File: src/rtl/alu_seq_pkg.sv
// Shared types and defaults for the ALU request sequencer.
// Opcode encodings mirror the 2-bit board ALU.
package alu_seq_pkg;

    localparam int DATA_W_DEF = 2;
    localparam int OP_W_DEF   = 3;

    typedef enum logic [2:0] {
        GET_A    = 3'd0,
        GET_B    = 3'd1,
        GET_OP   = 3'd2,
        ISSUE    = 3'd3,
        WAIT_RSP = 3'd4,
        DONE     = 3'd5
    } state_e;

    typedef enum logic [2:0] {
        OP_AND  = 3'b000,
        OP_OR   = 3'b001,
        OP_ADD  = 3'b010,
        OP_ANDN = 3'b100,
        OP_ORN  = 3'b101,
        OP_SUB  = 3'b110,
        OP_SUBF = 3'b111
    } alu_op_e;

endpackage

File: src/rtl/edge_det.sv
// Rising-edge detector for the operator confirm strobe.
// o_rise is high for the single cycle where i_sig first goes high.
module edge_det (
    input  logic clk,
    input  logic rst_n,
    input  logic i_sig,
    output logic o_rise
);

    logic r_stb_q;

    always_ff @(posedge clk or negedge rst_n) begin
        if (!rst_n) r_stb_q <= 1'b0;
        else        r_stb_q <= i_sig;
    end

    assign o_rise = i_sig & ~r_stb_q;

endmodule

File: src/rtl/alu_op_sequencer.sv
// Collects A, B and opcode from the switches, issues one ALU request and holds the result.
// Define ALU_SEQ_CHAIN_EN to let a DONE strobe reuse the previous result as operand A.
module alu_op_sequencer
    import alu_seq_pkg::*;
#(
    parameter int DATA_W      = DATA_W_DEF,
    parameter int OP_W        = OP_W_DEF,
    parameter int TIMEOUT_CYC = 15
) (
    input  logic              clk_2,
    input  logic              rst_n,
    input  logic [DATA_W-1:0] in_data,
    input  logic [OP_W-1:0]   in_op,
    input  logic              in_stb,
    output logic              req_valid,
    output logic [DATA_W-1:0] req_a,
    output logic [DATA_W-1:0] req_b,
    output logic [OP_W-1:0]   req_op,
    input  logic              req_ready,
    input  logic              rsp_valid,
    input  logic [DATA_W-1:0] rsp_result,
    output logic [DATA_W-1:0] res_out,
    output logic              res_valid,
    output logic              timeout_err,
    output logic [2:0]        state_dbg
);

    localparam int CNT_W = $clog2(TIMEOUT_CYC + 1);
    localparam logic [CNT_W-1:0] CNT_LAST = CNT_W'(TIMEOUT_CYC - 1);

    state_e           r_state;
    logic [CNT_W-1:0] r_tmo_cnt;
    logic             w_evt;

    edge_det u_edge_det (
        .clk    (clk_2),
        .rst_n  (rst_n),
        .i_sig  (in_stb),
        .o_rise (w_evt)
    );

    assign state_dbg = r_state;

    always_ff @(posedge clk_2 or negedge rst_n) begin
        if (!rst_n) begin
            r_state     <= GET_A;
            r_tmo_cnt   <= '0;
            req_valid   <= 1'b0;
            req_a       <= '0;
            req_b       <= '0;
            req_op      <= '0;
            res_out     <= '0;
            res_valid   <= 1'b0;
            timeout_err <= 1'b0;
        end else begin
            unique case (r_state)
                GET_A: begin
                    if (w_evt) begin
                        req_a       <= in_data;
                        res_valid   <= 1'b0;
                        timeout_err <= 1'b0;
                        r_state     <= GET_B;
                    end
                end
                GET_B: begin
                    if (w_evt) begin
                        req_b   <= in_data;
                        r_state <= GET_OP;
                    end
                end
                GET_OP: begin
                    if (w_evt) begin
                        req_op  <= in_op;
                        r_state <= ISSUE;
                    end
                end
                ISSUE: begin
                    if (!req_valid) begin
                        req_valid <= 1'b1;
                    end else if (req_ready) begin
                        req_valid <= 1'b0;
                        r_tmo_cnt <= '0;
                        r_state   <= WAIT_RSP;
                    end
                end
                WAIT_RSP: begin
                    // A response on the final cycle still beats the timeout
                    if (rsp_valid) begin
                        res_out   <= rsp_result;
                        res_valid <= 1'b1;
                        r_state   <= DONE;
                    end else if (r_tmo_cnt == CNT_LAST) begin
                        res_out     <= '0;
                        timeout_err <= 1'b1;
                        r_state     <= DONE;
                    end else begin
                        r_tmo_cnt <= r_tmo_cnt + CNT_W'(1);
                    end
                end
                DONE: begin
                    if (w_evt) begin
`ifdef ALU_SEQ_CHAIN_EN
                        if (res_valid && !timeout_err && in_data[0])
                            req_a <= res_out;
                        else
                            req_a <= in_data;
`else
                        req_a <= in_data;
`endif
                        res_valid   <= 1'b0;
                        timeout_err <= 1'b0;
                        r_state     <= GET_B;
                    end
                end
                default: begin
                    r_state <= GET_A;
                end
            endcase
        end
    end

endmodule

File: config.mk
export PLATFORM = sky130hd
export DESIGN_NAME = alu_op_sequencer
export DESIGN_NICKNAME = d
export VERILOG_FILES = /design/src/rtl/alu_seq_pkg.sv /design/src/rtl/edge_det.sv /design/src/rtl/alu_op_sequencer.sv
export SDC_FILE = /design/constraint.sdc
export NUM_CORES = 1
export LEC_CHECK = 0
export BUFFER_PORTS_ARGS = -buffer_cell sky130_fd_sc_hd__buf_2
export CAP_MARGIN = 20
export CORE_MARGIN = 1.5
export CORE_UTILIZATION = 48
export CTS_BUF_LIST = sky130_fd_sc_hd__clkbuf_2
export DETAILED_ROUTE_END_ITERATION = 6
export GPL_TIMING_DRIVEN = 0
export PLACE_DENSITY = 0.77
export SLEW_MARGIN = 20
export SYNTH_ARGS = -nofsm -noshare
export SYNTH_HDL_FRONTEND = slang
export SYNTH_SLANG_ARGS = --single-unit
export TNS_END_PERCENT = 50
File: constraint.sdc
create_clock -name clk_2 -period 1.6 [get_ports clk_2]
set_input_delay 0 -clock clk_2 [delete_from_list [all_inputs] [get_ports clk_2]]
set_output_delay 0 -clock clk_2 [all_outputs]
set_load 0.005 [all_outputs]
; ---- After elaboration in Yosys (flattened, before gate mapping)
; Cells that the tools add are included.
[word_totals]
ff_bits = 20
input_bits = 12
output_inout_bits = 15
wordCells = 65
[op_classes]
addsub = 1
eq_ne = 16
mux = 23
n_bitwise = 2
n_reduce_logical = 13
[ops]
columns = operator, n
row1 = $mux W3, 7
row2 = $mux W4, 4
row3 = $pmux W3 S5, 1
row4 = $ne A2 B2 Y1 const B, 6
row5 = $pmux W4 S2, 1
row6 = $reduce_and A2 Y1, 4
row7 = $eq A3 B2 Y1 const B, 2
row8 = $eq A3 B3 Y1 const B, 2
row9 = $mux W1, 6
row10 = $ne A2 B1 Y1 const B, 3
row11 = $reduce_and A6 Y1, 1
row12 = $reduce_bool A2 Y1, 3
row13 = $reduce_and A5 Y1, 1
row14 = $add A4 B1 Y4 const B, 1
row15 = $eq A4 B4 Y1 const B, 1
row16 = $mux W2, 2
row17 = $pmux W1 S2, 2
row18 = $reduce_and A4 Y1, 1
row19 = $eq A3 B1 Y1 const B, 1
row20 = $logic_not A3 Y1, 1
row21 = $ne A3 B3 Y1 const B, 1
row22 = $reduce_and A3 Y1, 1
row23 = $reduce_or A2 Y1, 1
row24 = $and A1 B1 Y1, 1
row25 = $not A1 Y1, 1

; ---- Logic depth before layout (Yosys ltp)
; Gate-level depths: netlist (run 1).
[logic_depth]
word_depth = 4
ltp_mapped = 5
depth_no_buf = 5

; ---- By module
; Synthesis (run 1) repeated with hierarchy kept, for this count alone.
[unflattened]
hier_cells = 75
area_unflattened_um2 = 949.7
[modules_own_cells]
columns = module, instances, cells_each, area_per_inst_um2
row1 = alu_op_sequencer, 1, 73, 910.9
row2 = edge_det, 1, 2, 38.8

; ---- Least setup slack after synthesis (run 1)
; Ideal clock, no wire load.
[synth_timing]
kind = register to register
startpoint = reg r_state[1], in the netlist state_dbg[1]
endpoint = reg r_tmo_cnt[3]
t_arrival_ns = 1.468
slack_ns = 0.063
path_stages_with_launch = 5
n_path_buf = 1
period_less_slack_ns = 1.537
path_cell_list = dfrtp_1 > buf_6 > or4b_4 > or3_1 > nand3_1
[synth_via]
elab_chain_cells = 3
[synth_rtl]
columns = element, line_no
row1 = "start, declared", alu_op_sequencer.sv:31  ; state_e r_state;
row2 = "start signal, assigned", alu_op_sequencer.sv:46  ; r_state <= GET_A;
row3 = "start signal, assigned", alu_op_sequencer.sv:62  ; r_state <= GET_B;
row4 = "start signal, assigned", alu_op_sequencer.sv:68  ; r_state <= GET_OP;
row5 = $eq A3 B3 Y1 or $eq A3 B2 Y1 (tied branches), alu_op_sequencer.sv:56  ; unique case (r_state)
row6 = $ne A2 B2 Y1 (no line) or $reduce_bool A2 Y1 (tied branches), --
row7 = $reduce_and A5 Y1 (no line), --
row8 = "end signal, assigned", alu_op_sequencer.sv:97  ; r_tmo_cnt <= r_tmo_cnt + CNT_W'(1);
row9 = "end, declared", alu_op_sequencer.sv:32  ; logic [CNT_W-1:0] r_tmo_cnt;
; Parallel ways exist; a longest one is shown, timed or not.
; A chain may end at the register's enable or synchronous reset.

; ---- Worst setup path in the final report (run 1)
; Ends and elaborated chain as after synthesis.

==> impl_metrics.prom, run 1 <==
# TYPE chip_impl_metric gauge
chip_impl_info{name="status",value="finished, final reports clean"} 1
chip_impl_metric{name="fmaxAchievable",unit="MHz"} 638
chip_impl_metric{name="worst_hold_slack",unit="ns"} 0.0371
chip_impl_metric{name="ff_latch_count_synth",unit=""} 20
chip_impl_metric{name="antenna_cells",unit=""} 0
chip_impl_metric{name="cts.sinks",unit=""} 20
chip_impl_metric{name="area_delta_synth_final",unit="%"} 31.5
chip_impl_info{name="ys.flop_type",value="sky130_fd_sc_hd__dfrtp_1"} 1
chip_impl_metric{name="worstSkewPairLatency",unit="ns"} 0.31
chip_impl_metric{name="synth_async_sr_flop_share",unit="%"} 100
chip_impl_metric{name="via_count",unit=""} 815
chip_impl_metric{name="placed_cell_area",unit="um^2"} 1130
chip_impl_metric{name="track_usage",unit="%"} 19.0
chip_impl_metric{name="clock_path_buffers",unit=""} 2
chip_impl_metric{name="finish.net_count",unit=""} 139
chip_impl_metric{name="place.gp.congestion",unit=""} 0.776
chip_impl_metric{name="synth_largest_type_area_fraction",unit="%"} 51.4
chip_impl_metric{name="power",unit="mW"} 1.95
chip_impl_metric{name="port-buffer-count",unit=""} 25
chip_impl_metric{name="crit_path_max_fanout",unit=""} 8
chip_impl_metric{name="slew_violations",unit=""} 0
chip_impl_metric{name="chipHeight",unit="um"} 48.0
chip_impl_info{name="worstReg2RegStart",value="state_dbg[1]"} 1
chip_impl_metric{name="timing.max_slew.rel_slack",unit="%"} 70.8
chip_impl_metric{name="timing.critical_path.required",unit="ns"} 1.86
chip_impl_metric{name="layout-drive-gt1-share",unit="%"} 39.0
chip_impl_info{name="worstSetupStartpoint",value="state_dbg[1]"} 1
chip_impl_metric{name="floorplan.core_area",unit="um^2"} 1940
chip_impl_metric{name="cellInternalPower",unit="mW"} 1.25
chip_impl_info{name="yosys-top-cells-area",value="sky130_fd_sc_hd__dfrtp_1, sky130_fd_sc_hd__mux2_2, sky130_fd_sc_hd__a22o_1"} 1
chip_impl_metric{name="p_sw",unit="uW"} 704
chip_impl_metric{name="final-setup-viol-count",unit=""} 0
chip_impl_metric{name="clkPwrFrac",unit="%"} 10.2
chip_impl_metric{name="standard_cell_rows",unit=""} 16
chip_impl_info{name="cp_slowest_cell",value="sky130_fd_sc_hd__or4b_4"} 1
chip_impl_metric{name="finalHoldViolCount",unit=""} 0
chip_impl_metric{name="detail_route.wirelength",unit="mm"} 2.05
chip_impl_metric{name="reg_clk_slew_reported_paths",unit="ns"} 0.18
chip_impl_metric{name="synth_edf_count",unit=""} 0
chip_impl_metric{name="grt_antenna_before_repair",unit=""} 0
chip_impl_metric{name="synthesized_net_count",unit=""} 96
chip_impl_metric{name="avgRoutedWirePerCell",unit="um"} 13.7
chip_impl_metric{name="grt_pass1_wl",unit="mm"} 3.04
chip_impl_metric{name="power_density",unit="nW/um^2"} 1530
chip_impl_info{name="crit_type",value="reg2reg"} 1
chip_impl_metric{name="globalRouteOverflowTotal",unit=""} 0
chip_impl_metric{name="design.portCount",unit=""} 27
chip_impl_metric{name="synthesis.area",unit="um^2"} 973
chip_impl_metric{name="share_seq_of_total_power",unit="%"} 42.7
chip_impl_metric{name="ys.warnings.count",unit=""} 0
chip_impl_metric{name="crit_path_largest_cell_delay",unit="ns"} 0.55
chip_impl_metric{name="grt_start_max_net_pins",unit=""} 21
chip_impl_metric{name="sw_frac_of_total",unit="%"} 36.0
chip_impl_metric{name="finish.instance_area",unit="um^2"} 1280
chip_impl_info{name="critical_path.endpoint_type",value="flip-flop"} 1
chip_impl_info{name="cell_chain_critical_path",value="buf_6 > or4b_4 > or3_1 > nand3_1"} 1
chip_impl_info{name="rsz0062_at_grt",value="yes"} 1
chip_impl_metric{name="critPathArrivalTime",unit="ns"} 1.83
chip_impl_metric{name="final.setup_skew",unit="ns"} 0.00255
chip_impl_metric{name="cts_htree_levels",unit=""} 1
chip_impl_metric{name="die_x",unit="um"} 48.0
chip_impl_metric{name="synth_cell_type_count",unit=""} 33
chip_impl_info{name="yosys.area.top_type",value="sky130_fd_sc_hd__dfrtp_1"} 1
chip_impl_metric{name="vias_in_the_first_global_route",unit=""} 738
chip_impl_metric{name="synthesis.instances",unit=""} 82
chip_impl_metric{name="avgViaCountPerCell",unit=""} 5.43
chip_impl_info{name="clock_tree_from_tritoncts",value="done"} 1
chip_impl_metric{name="detailed_routing_iterations_pass_1",unit=""} 4
chip_impl_info{name="cts.root.buffer_cell",value="sky130_fd_sc_hd__clkbuf_2"} 1
chip_impl_metric{name="comb_power_share",unit="%"} 47.2
chip_impl_metric{name="syn-mean-instance-area",unit="um^2"} 11.9
chip_impl_metric{name="cap_violations",unit=""} 0
chip_impl_info{name="worstHoldPathType",value="in2reg"} 1
chip_impl_metric{name="worst_pin_slew",unit="ns"} 0.438
chip_impl_metric{name="first_iter_violations",unit=""} 8
chip_impl_metric{name="dp.final_hpwl",unit="mm"} 1.42
chip_impl_metric{name="p_leak",unit="nW"} 0.618
chip_impl_metric{name="maximum_vdd_drop",unit="mV"} 0.859
chip_impl_metric{name="initial_core_util",unit="%"} 50.1
chip_impl_metric{name="timing.final.crit_share",unit="%"} 98.0
chip_impl_metric{name="post-route-min-period",unit="ns"} 1.57
chip_impl_metric{name="synth.yosys.seq_area_share",unit="%"} 51.4
chip_impl_metric{name="antenna_left",unit=""} 0
chip_impl_info{name="start_kind",value="flip-flop"} 1
chip_impl_metric{name="die_area",unit="um^2"} 2310
chip_impl_info{name="min_from",value="req_ready"} 1
chip_impl_metric{name="cts_buffers",unit=""} 3
chip_impl_metric{name="drt_drc_violations_left",unit=""} 0
[per-stage QoR]
step,setup WS [ns],TNS (ns),cells,util [%]
6_report,0.0324,0,150,65.9
3_5_place_dp,-0.0298,-0.0464,134,58.3
4_1_cts,0.0255,0,146,64.0
3_3_place_gp,-0.0445,-0.0864,134,58.3
2_1_floorplan,0.0630,0,82,-
5_1_grt,-0.0147,-0.0178,150,65.9
[layer usage]
| layer | wire (um) | share of wire [%] | track usage (%) | up-vias |
|---|---|---|---|---|
| li1 | - | - | - | 392 |
| met4 | 25 | 1.2 | 6.49 | 0 |
| met3 | 84 | 4.1 | 3.40 | 5 |
| met5 | 0 | 0 | 0 | - |
| met1 | 933 | 45 | 25.2 | 396 |
| met2 | 1010 | 49 | 31.2 | 22 |
[registers in the layout, summed over array words and instances, names as in the netlist]
register	flops
req_a	2
r_tmo_cnt	4
req_b	2
req_op	3
state_dbg	3
req_valid	1
res_valid	1
res_out	2
u_edge_det.r_stb_q	1
timeout_err	1
[Yosys cell counts, types with 2 or more instances]
cell / count
sky130_fd_sc_hd__a21oi_1: 2
sky130_fd_sc_hd__mux2_2: 8
sky130_fd_sc_hd__ha_1: 2
sky130_fd_sc_hd__nand2_1: 5
sky130_fd_sc_hd__o21ai_0: 3
sky130_fd_sc_hd__a22o_1: 3
sky130_fd_sc_hd__nand3b_1: 2
sky130_fd_sc_hd__inv_1: 5
sky130_fd_sc_hd__dfrtp_1: 20
sky130_fd_sc_hd__a211o_1: 2
sky130_fd_sc_hd__a211oi_1: 2
sky130_fd_sc_hd__a32o_1: 2
sky130_fd_sc_hd__nand3_1: 5
sky130_fd_sc_hd__buf_6: 2
[power groups by stage]
stage / clock network [mW] / registers, mW / logic [mW]
finish: 0.198 / 0.834 / 0.921
global route: 0.215 / 0.869 / 1.02
CTS: 0.200 / 0.834 / 0.883
detailed placement: 0 / 0.842 / 0.861
global placement: 0 / 0.829 / 0.825
floorplan: 0 / 0.850 / 0.546
[cell usage in the layout (no fill, tap or decap), types with 2 or more instances in the layout]
cell                            Yosys  final
sky130_fd_sc_hd__a211o_1            2      2
sky130_fd_sc_hd__dlygate4sd3_1      0      9
sky130_fd_sc_hd__buf_4              0      4
sky130_fd_sc_hd__mux2_2             8      8
sky130_fd_sc_hd__nor3b_4            1      2
sky130_fd_sc_hd__nand3b_1           2      2
sky130_fd_sc_hd__a22o_1             3      3
sky130_fd_sc_hd__clkbuf_2           0      3
sky130_fd_sc_hd__nand2_1            5      5
sky130_fd_sc_hd__buf_2              1     26
sky130_fd_sc_hd__a211oi_1           2      2
sky130_fd_sc_hd__buf_6              2      2
sky130_fd_sc_hd__a32o_1             2      2
sky130_fd_sc_hd__dfrtp_1           20     20
sky130_fd_sc_hd__nand3_1            5      5
sky130_fd_sc_hd__inv_1              5      5
sky130_fd_sc_hd__a21oi_1            2      2
sky130_fd_sc_hd__ha_1               2      2
sky130_fd_sc_hd__o21ai_0            3      3
[critical path: cells and delay by family, from the launching register on]
family / cells / cell delay [ns]
buf+inv: 1 / 0.14
simple gates: 3 / 0.97
flops: 1 / 0.42
[area by class of cell]
class,count,area [um^2]
plain buffers,4,31.3
repair buffers,38,245
multi-input cells,53,435
well taps,27,33.8
flip-flops and latches,20,500
fillers,160,662
inverters,5,18.8
clock buffers,3,15.0
[final timing paths]
check / endpoint / slack, ns / cells after the start
max in group asynchronous: req_b[0] / 1.14 / 2
max reg2reg: r_tmo_cnt[3] / 0.03 / 4
min reg2reg: res_out[0] / 0.51 / 1
min: state_dbg[0] / 0.04 / 4
max: r_tmo_cnt[3] / 0.03 / 4
min in group asynchronous: r_tmo_cnt[0] / 0.17 / 2
[kinds of logic after synthesis]
logic type | after synthesis | share of synthesized area (%)
xor+xnor | 1 | 0.900
fa+ha+maj | 2 | 2.57
simple gates | 21 | 13.9
mux | 8 | 9.25
compound gates | 21 | 16.8
flops | 20 | 51.4
buf+inv | 9 | 5.14
[timing repair]
item	in CTS	in global routing
endpoints found under the setup margin	3	7
resized for setup	1	2
hold buffers	9	0
endpoints found under the hold margin	30	0
pin swaps	1	0
buffers inserted	0	4
(Power assumes the default switching activity.)
==> run 2: changes to the inputs <==
CORE_UTILIZATION = 38   (was 48)
PLACE_DENSITY = unset   (was 0.77)
==> run 2 against run 1 <==
  * Cell area is 2.2% higher
  * Die area is 25% higher
  * Register-to-register slack worse by 0.02 ns
  * Combinational power is 2% lower
  * Largest cell class unchanged
  * Critical endpoint unchanged
  * Critical path type unchanged
  * Core utilization is 13 points lower
==> impl_metrics.prom, run 2 (synthesized netlist as in run 1, its figures left out) <==
# TYPE chip_impl_metric gauge
chip_impl_metric{name="chipHeight",unit="um"} 53.6
chip_impl_info{name="register_ranked_first_by_flip_flop_count",value="r_tmo_cnt"} 1
chip_impl_metric{name="fmaxAchievable",unit="MHz"} 632
chip_impl_metric{name="numPlacedInstances",unit=""} 137
chip_impl_metric{name="critPathArrivalTime",unit="ns"} 1.84
chip_impl_info{name="cts.root.buffer_cell",value="sky130_fd_sc_hd__clkbuf_2"} 1
chip_impl_metric{name="crit_path_max_fanout",unit=""} 8
chip_impl_metric{name="area_delta_synth_final",unit="%"} 34.4
chip_impl_metric{name="initial_core_util",unit="%"} 39.7
chip_impl_metric{name="dp.final_hpwl",unit="mm"} 1.39
chip_impl_metric{name="drt_drc_violations_left",unit=""} 0
chip_impl_metric{name="cts.sinks",unit=""} 20
chip_impl_info{name="start_kind",value="flip-flop"} 1
chip_impl_metric{name="timing.max_slew.rel_slack",unit="%"} 70.5
chip_impl_metric{name="avgRoutedWirePerCell",unit="um"} 13.4
chip_impl_metric{name="reg_clk_slew_reported_paths",unit="ns"} 0.20
chip_impl_metric{name="track_usage",unit="%"} 16.1
chip_impl_metric{name="finish.net_count",unit=""} 138
chip_impl_metric{name="maximum_vdd_drop",unit="mV"} 1.02
chip_impl_metric{name="cap_violations",unit=""} 0
chip_impl_metric{name="worstSkewPairLatency",unit="ns"} 0.32
chip_impl_metric{name="post-route-min-period",unit="ns"} 1.58
chip_impl_metric{name="standard_cell_rows",unit=""} 18
chip_impl_info{name="status",value="finished, final reports clean"} 1
chip_impl_metric{name="place.gp.congestion",unit=""} 0.790
chip_impl_metric{name="power_density",unit="nW/um^2"} 1610
chip_impl_metric{name="layout.filler_cells",unit=""} 228
chip_impl_metric{name="first_iter_violations",unit=""} 26
chip_impl_info{name="worstHoldPathType",value="in2async"} 1
chip_impl_metric{name="antenna_left",unit=""} 0
chip_impl_info{name="mostFrequentLayoutCell",value="sky130_fd_sc_hd__buf_2"} 1
chip_impl_metric{name="finish.instance_area",unit="um^2"} 1310
chip_impl_metric{name="port-buffer-count",unit=""} 25
chip_impl_metric{name="detailed_routing_iterations_pass_1",unit=""} 5
chip_impl_metric{name="layout-drive-gt1-share",unit="%"} 39.0
chip_impl_metric{name="avgViaCountPerCell",unit=""} 5.23
chip_impl_metric{name="globalRouteOverflowTotal",unit=""} 0
chip_impl_info{name="critical_path.endpoint_type",value="flip-flop"} 1
chip_impl_metric{name="cts_buffers",unit=""} 3
chip_impl_metric{name="register_area",unit="um^2"} 500
chip_impl_info{name="rsz0062_at_grt",value="yes"} 1
chip_impl_metric{name="via_count",unit=""} 800
chip_impl_metric{name="clock_path_buffers",unit=""} 2
chip_impl_metric{name="p_leak",unit="nW"} 0.625
chip_impl_info{name="mostFrequentLayoutCells",value="sky130_fd_sc_hd__buf_2, sky130_fd_sc_hd__dfrtp_1, sky130_fd_sc_hd__dlygate4sd3_1"} 1
chip_impl_info{name="crit_type",value="reg2reg"} 1
chip_impl_metric{name="timing.critical_path.required",unit="ns"} 1.86
chip_impl_metric{name="finalHoldViolCount",unit=""} 0
chip_impl_metric{name="final.setup_skew",unit="ns"} 0.0105
chip_impl_metric{name="antenna_cells",unit=""} 0
chip_impl_metric{name="vias_in_the_first_global_route",unit=""} 700
chip_impl_metric{name="timing.final.crit_share",unit="%"} 98.9
chip_impl_metric{name="grt_pass1_wl",unit="mm"} 3.22
chip_impl_metric{name="slew_violations",unit=""} 0
chip_impl_metric{name="die_area",unit="um^2"} 2870
chip_impl_metric{name="worst_pin_slew",unit="ns"} 0.442
chip_impl_metric{name="die_x",unit="um"} 53.6
chip_impl_metric{name="final-setup-viol-count",unit=""} 0
chip_impl_metric{name="grt_antenna_before_repair",unit=""} 0
chip_impl_info{name="clock_tree_from_tritoncts",value="done"} 1
chip_impl_metric{name="layout.cells.non_filler",unit=""} 153
chip_impl_metric{name="floorplan.core_area",unit="um^2"} 2450
chip_impl_metric{name="worst_setup_slack_after_layout",unit="ns"} 0.0169
chip_impl_metric{name="power",unit="mW"} 2.11
chip_impl_metric{name="design.portCount",unit=""} 27
chip_impl_metric{name="dp_slack",unit="ns"} -0.0280
chip_impl_metric{name="cts_htree_levels",unit=""} 1
chip_impl_metric{name="placed_cell_area",unit="um^2"} 1140
chip_impl_metric{name="multi_input_logic_area",unit="um^2"} 435
chip_impl_metric{name="detail_route.wirelength",unit="mm"} 2.04
chip_impl_metric{name="grt_start_max_net_pins",unit=""} 21
chip_impl_metric{name="largest_register_ffs",unit=""} 4
==> run 2: changes by cell type in the layout (fill, tap and decap cells not counted) <==
cell                            previous run  this run
sky130_fd_sc_hd__nor3b_4                   2         1
sky130_fd_sc_hd__nor3b_2                   0         1
sky130_fd_sc_hd__bufinv_16                 0         1
sky130_fd_sc_hd__buf_4                     4         2
sky130_fd_sc_hd__dlygate4sd3_1             9        10
sky130_fd_sc_hd__a2bb2oi_2                 0         1
sky130_fd_sc_hd__a2bb2oi_1                 1         0
==> run 2: final timing paths <==
path | end | startpoint | cells after the start | slack (ns)
max | r_tmo_cnt[3] | state_dbg[1] | 4 | 0.02
min | req_a[0] | rst_n | 2 | 0.13
max reg2reg | r_tmo_cnt[3] | state_dbg[1] | 4 | 0.02
min reg2reg | res_out[1] | res_out[1] | 1 | 0.51
max in group asynchronous | r_tmo_cnt[2] | rst_n | 2 | 1.15
min in group clk_2 | res_valid | rsp_valid | 2 | 0.14
==> run 2: area by class of cell <==
| cell class | instances | share of cell area, % |
|---|---|---|
| tap | 30 | 2.87 |
| buffer | 4 | 2.39 |
| inverter | 5 | 1.43 |
| clock buffer | 3 | 1.15 |
| clock inverter | 1 | 2.29 |
| timing repair buffer | 37 | 18.4 |
| sequential | 20 | 38.2 |
| multi-input combinational | 53 | 33.3 |
==> run 2: per-stage QoR <==
| stage | utilization (%) | hold WS [ns] | TNS [ns] |
|---|---|---|---|
| after floorplan | - | -0.296 | 0 |
| final | 53.3 | 0.134 | 0 |
| after global placement | 46.3 | -0.0305 | -0.0593 |
| after detailed placement | 46.3 | -0.0211 | -0.0517 |
| after global routing | 53.3 | 0.145 | -0.0470 |
| after CTS | 53.0 | 0.113 | 0 |
==> run 2: power breakdown <==
group,internal [mW],switching [mW],total [mW]
clock network,0.216,0.161,0.376
registers,0.701,0.126,0.828
logic,0.488,0.415,0.904
==> run 2: worst max-delay path, stage by stage, from the launching register on <==
cell and delay, ns:
sky130_fd_sc_hd__dfrtp_1 0.44, sky130_fd_sc_hd__buf_6 0.14, sky130_fd_sc_hd__or4b_4 0.54, sky130_fd_sc_hd__or3_1 0.32, sky130_fd_sc_hd__nand3_1 0.09
==> run 2: per-layer routing <==
layer	part of all wire, %	vias up	GRT usage [%]
met1	47	394	21.7
met5	0	-	0
li1	-	389	-
met4	0.93	0	9.40
met2	49	15	24.5
met3	3.5	2	2.50
==> run 2: what timing repair did <==
action                                  4_1_cts  5_1_grt
pin swaps                                     1        0
buffers inserted                              2        0
hold buffers                                 10        0
gates resized for setup                       1        2
hold endpoints to repair                     33        0
endpoints found under the setup margin        4        4
==> run 3: changes to the inputs <==
PLACE_DENSITY = 0.63   (was unset)
TNS_END_PERCENT = 5   (was 50)
==> run 3 against run 2 <==
  * Final cell count rose by 0.65%
  * Highest routed layer unchanged
  * Clock power shrank 43%
  * Core utilization is 0.71 points lower
  * Setup slack improved by 0.013 ns
  * Maximum frequency is 0.85% higher
  * Hold slack worse by 0.0029 ns
  * Combinational power grew 1%
  * Via count is 0.38% higher
  * Cell area shrank 1.3%
  * Sequential share of layout area grew 0.62 points
  * Flip-flop and latch count is the same
==> impl_metrics.prom, run 3 (synthesized netlist as in run 1, its figures left out) <==
# TYPE chip_impl_metric gauge
chip_impl_metric{name="via_count",unit=""} 803
chip_impl_metric{name="comb_power_share",unit="%"} 46.6
chip_impl_metric{name="place.gp.congestion",unit=""} 0.790
chip_impl_metric{name="p_leak",unit="nW"} 0.617
chip_impl_metric{name="critPathArrivalTime",unit="ns"} 1.83
chip_impl_metric{name="power",unit="mW"} 1.96
chip_impl_metric{name="share_seq_of_total_power",unit="%"} 42.5
chip_impl_info{name="crit_type",value="reg2reg"} 1
chip_impl_metric{name="first_iter_violations",unit=""} 12
chip_impl_metric{name="die_x",unit="um"} 53.6
chip_impl_metric{name="timing.critical_path.required",unit="ns"} 1.86
chip_impl_metric{name="grt_start_max_net_pins",unit=""} 21
chip_impl_info{name="mostFrequentLayoutCell",value="sky130_fd_sc_hd__buf_2"} 1
chip_impl_metric{name="finish.net_count",unit=""} 139
chip_impl_metric{name="cts_htree_levels",unit=""} 1
chip_impl_info{name="rsz0062_at_grt",value="yes"} 1
chip_impl_metric{name="detailed_routing_iterations_pass_1",unit=""} 3
chip_impl_metric{name="design.portCount",unit=""} 27
chip_impl_info{name="mostFrequentLayoutCells",value="sky130_fd_sc_hd__buf_2, sky130_fd_sc_hd__dfrtp_1, sky130_fd_sc_hd__dlygate4sd3_1"} 1
chip_impl_metric{name="globalRouteOverflowTotal",unit=""} 0
chip_impl_metric{name="worst_hold_slack",unit="ns"} 0.131
chip_impl_metric{name="detail_route.wirelength",unit="mm"} 2.12
chip_impl_metric{name="worst_pin_slew",unit="ns"} 0.457
chip_impl_metric{name="layout-drive-gt1-share",unit="%"} 39.5
chip_impl_metric{name="standard_cell_rows",unit=""} 18
chip_impl_metric{name="antenna_cells",unit=""} 0
chip_impl_metric{name="port-buffer-count",unit=""} 25
chip_impl_metric{name="track_usage",unit="%"} 16.5
chip_impl_metric{name="crit_path_largest_cell_delay",unit="ns"} 0.54
chip_impl_info{name="critical_path.endpoint_type",value="flip-flop"} 1
chip_impl_metric{name="timing.max_slew.rel_slack",unit="%"} 69.6
chip_impl_metric{name="sw_frac_of_total",unit="%"} 36.1
chip_impl_metric{name="reg_clk_slew_reported_paths",unit="ns"} 0.20
chip_impl_metric{name="maximum_vdd_drop",unit="mV"} 0.862
chip_impl_metric{name="clkPwrFrac",unit="%"} 10.9
chip_impl_metric{name="timing.critical_path.buf_inv",unit=""} 1
chip_impl_metric{name="fmaxAchievable",unit="MHz"} 637
chip_impl_metric{name="clock_path_buffers",unit=""} 2
chip_impl_metric{name="cellInternalPower",unit="mW"} 1.25
chip_impl_info{name="cp_slowest_cell",value="sky130_fd_sc_hd__or4b_4"} 1
chip_impl_info{name="worstHoldPathType",value="in2async"} 1
chip_impl_metric{name="cts.sinks",unit=""} 20
chip_impl_metric{name="timing.final.crit_share",unit="%"} 98.1
chip_impl_info{name="start_kind",value="flip-flop"} 1
chip_impl_metric{name="finish.instance_area",unit="um^2"} 1290
chip_impl_metric{name="numPlacedInstances",unit=""} 137
chip_impl_metric{name="floorplan.core_area",unit="um^2"} 2450
chip_impl_metric{name="slew_violations",unit=""} 0
chip_impl_metric{name="power_density",unit="nW/um^2"} 1520
chip_impl_metric{name="initial_core_util",unit="%"} 39.7
chip_impl_info{name="register_ranked_first_by_flip_flop_count",value="r_tmo_cnt"} 1
chip_impl_info{name="status",value="finished, final reports clean"} 1
chip_impl_info{name="critical_path.top_delay_family",value="simple AND/OR/NAND/NOR gates"} 1
chip_impl_metric{name="dp.final_hpwl",unit="mm"} 1.39
chip_impl_metric{name="area_delta_synth_final",unit="%"} 32.6
chip_impl_metric{name="final.setup_skew",unit="ns"} 0.00473
chip_impl_metric{name="avgViaCountPerCell",unit=""} 5.21
chip_impl_metric{name="avgRoutedWirePerCell",unit="um"} 13.8
chip_impl_metric{name="p_sw",unit="uW"} 708
chip_impl_metric{name="post-route-min-period",unit="ns"} 1.57
chip_impl_metric{name="finalHoldViolCount",unit=""} 0
chip_impl_info{name="clock_tree_from_tritoncts",value="done"} 1
chip_impl_metric{name="largest_register_ffs",unit=""} 4
chip_impl_metric{name="grt_pass1_wl",unit="mm"} 3.43
chip_impl_metric{name="antenna_left",unit=""} 0
chip_impl_metric{name="final-setup-viol-count",unit=""} 0
chip_impl_metric{name="placed_cell_area",unit="um^2"} 1140
chip_impl_info{name="cell_chain_critical_path",value="buf_6 > or4b_4 > or3_1 > nand3_1"} 1
chip_impl_metric{name="die_area",unit="um^2"} 2870
chip_impl_metric{name="crit_path_max_fanout",unit=""} 8
chip_impl_metric{name="cap_violations",unit=""} 0
chip_impl_metric{name="grt_antenna_before_repair",unit=""} 0
chip_impl_metric{name="worstSkewPairLatency",unit="ns"} 0.31
chip_impl_info{name="cts.root.buffer_cell",value="sky130_fd_sc_hd__clkbuf_2"} 1
chip_impl_metric{name="layout.cells.non_filler",unit=""} 154
chip_impl_metric{name="vias_in_the_first_global_route",unit=""} 771
chip_impl_metric{name="chipHeight",unit="um"} 53.6
chip_impl_metric{name="drt_drc_violations_left",unit=""} 0
chip_impl_metric{name="cts_buffers",unit=""} 3
-- run 3: power by group through the flow --
stage	sequential (mW)	clock [mW]	combinational, mW
finish	0.833	0.214	0.914
global route	0.862	0.234	1.03
CTS	0.829	0.221	0.900
detailed placement	0.836	0	0.863
global placement	0.832	0	0.837
floorplan	0.850	0	0.546
-- run 3: what timing repair did --
item                                    CTS  global route
setup buffers                             0             3
hold buffers                             10             0
pin swaps                                 1             0
hold endpoints to repair                 31             0
endpoints found under the setup margin    4             8
gates resized for setup                   2             2
gates cloned                              0             0
-- run 3: worst paths after layout --
| check | start | to | slack, ns | cells past startpoint |
|---|---|---|---|---|
| worst min register to register | res_out[1] | res_out[1] | 0.52 | 1 |
| worst min-delay path | rst_n | state_dbg[1] | 0.13 | 2 |
| worst max register to register | state_dbg[1] | r_tmo_cnt[3] | 0.03 | 4 |
| max in group asynchronous | rst_n | r_tmo_cnt[0] | 1.13 | 2 |
| min in group clk_2 | rsp_valid | res_valid | 0.13 | 2 |
| worst max-delay path | state_dbg[1] | r_tmo_cnt[3] | 0.03 | 4 |
-- run 3: through the flow --
stage	TNS [ns]	util (%)	worst slack (ns)
6_report	0	52.6	0.0302
2_1_floorplan	0	-	0.0630
3_3_place_gp	-0.0160	46.3	-0.0109
4_1_cts	0	51.6	0.00130
5_1_grt	-0.0534	52.6	-0.0273
3_5_place_dp	-0.0933	46.3	-0.0533
-- run 3: final cells by class --
type,count,area (um^2)
buffer,4,31.3
inverter,5,18.8
sequential,20,502
clock inverter,1,3.75
fill,240,1160
tap,30,37.5
timing repair buffer,38,248
clock buffer,3,15.0
multi-input combinational,53,435
-- run 3: metal layers --
metal	up-vias	routed length (um)	track usage (%)
li1	389	-	-
met1	397	991	22.1
met2	15	1030	27.0
met3	2	80	2.22
met4	0	12	6.84
met5	-	0	0
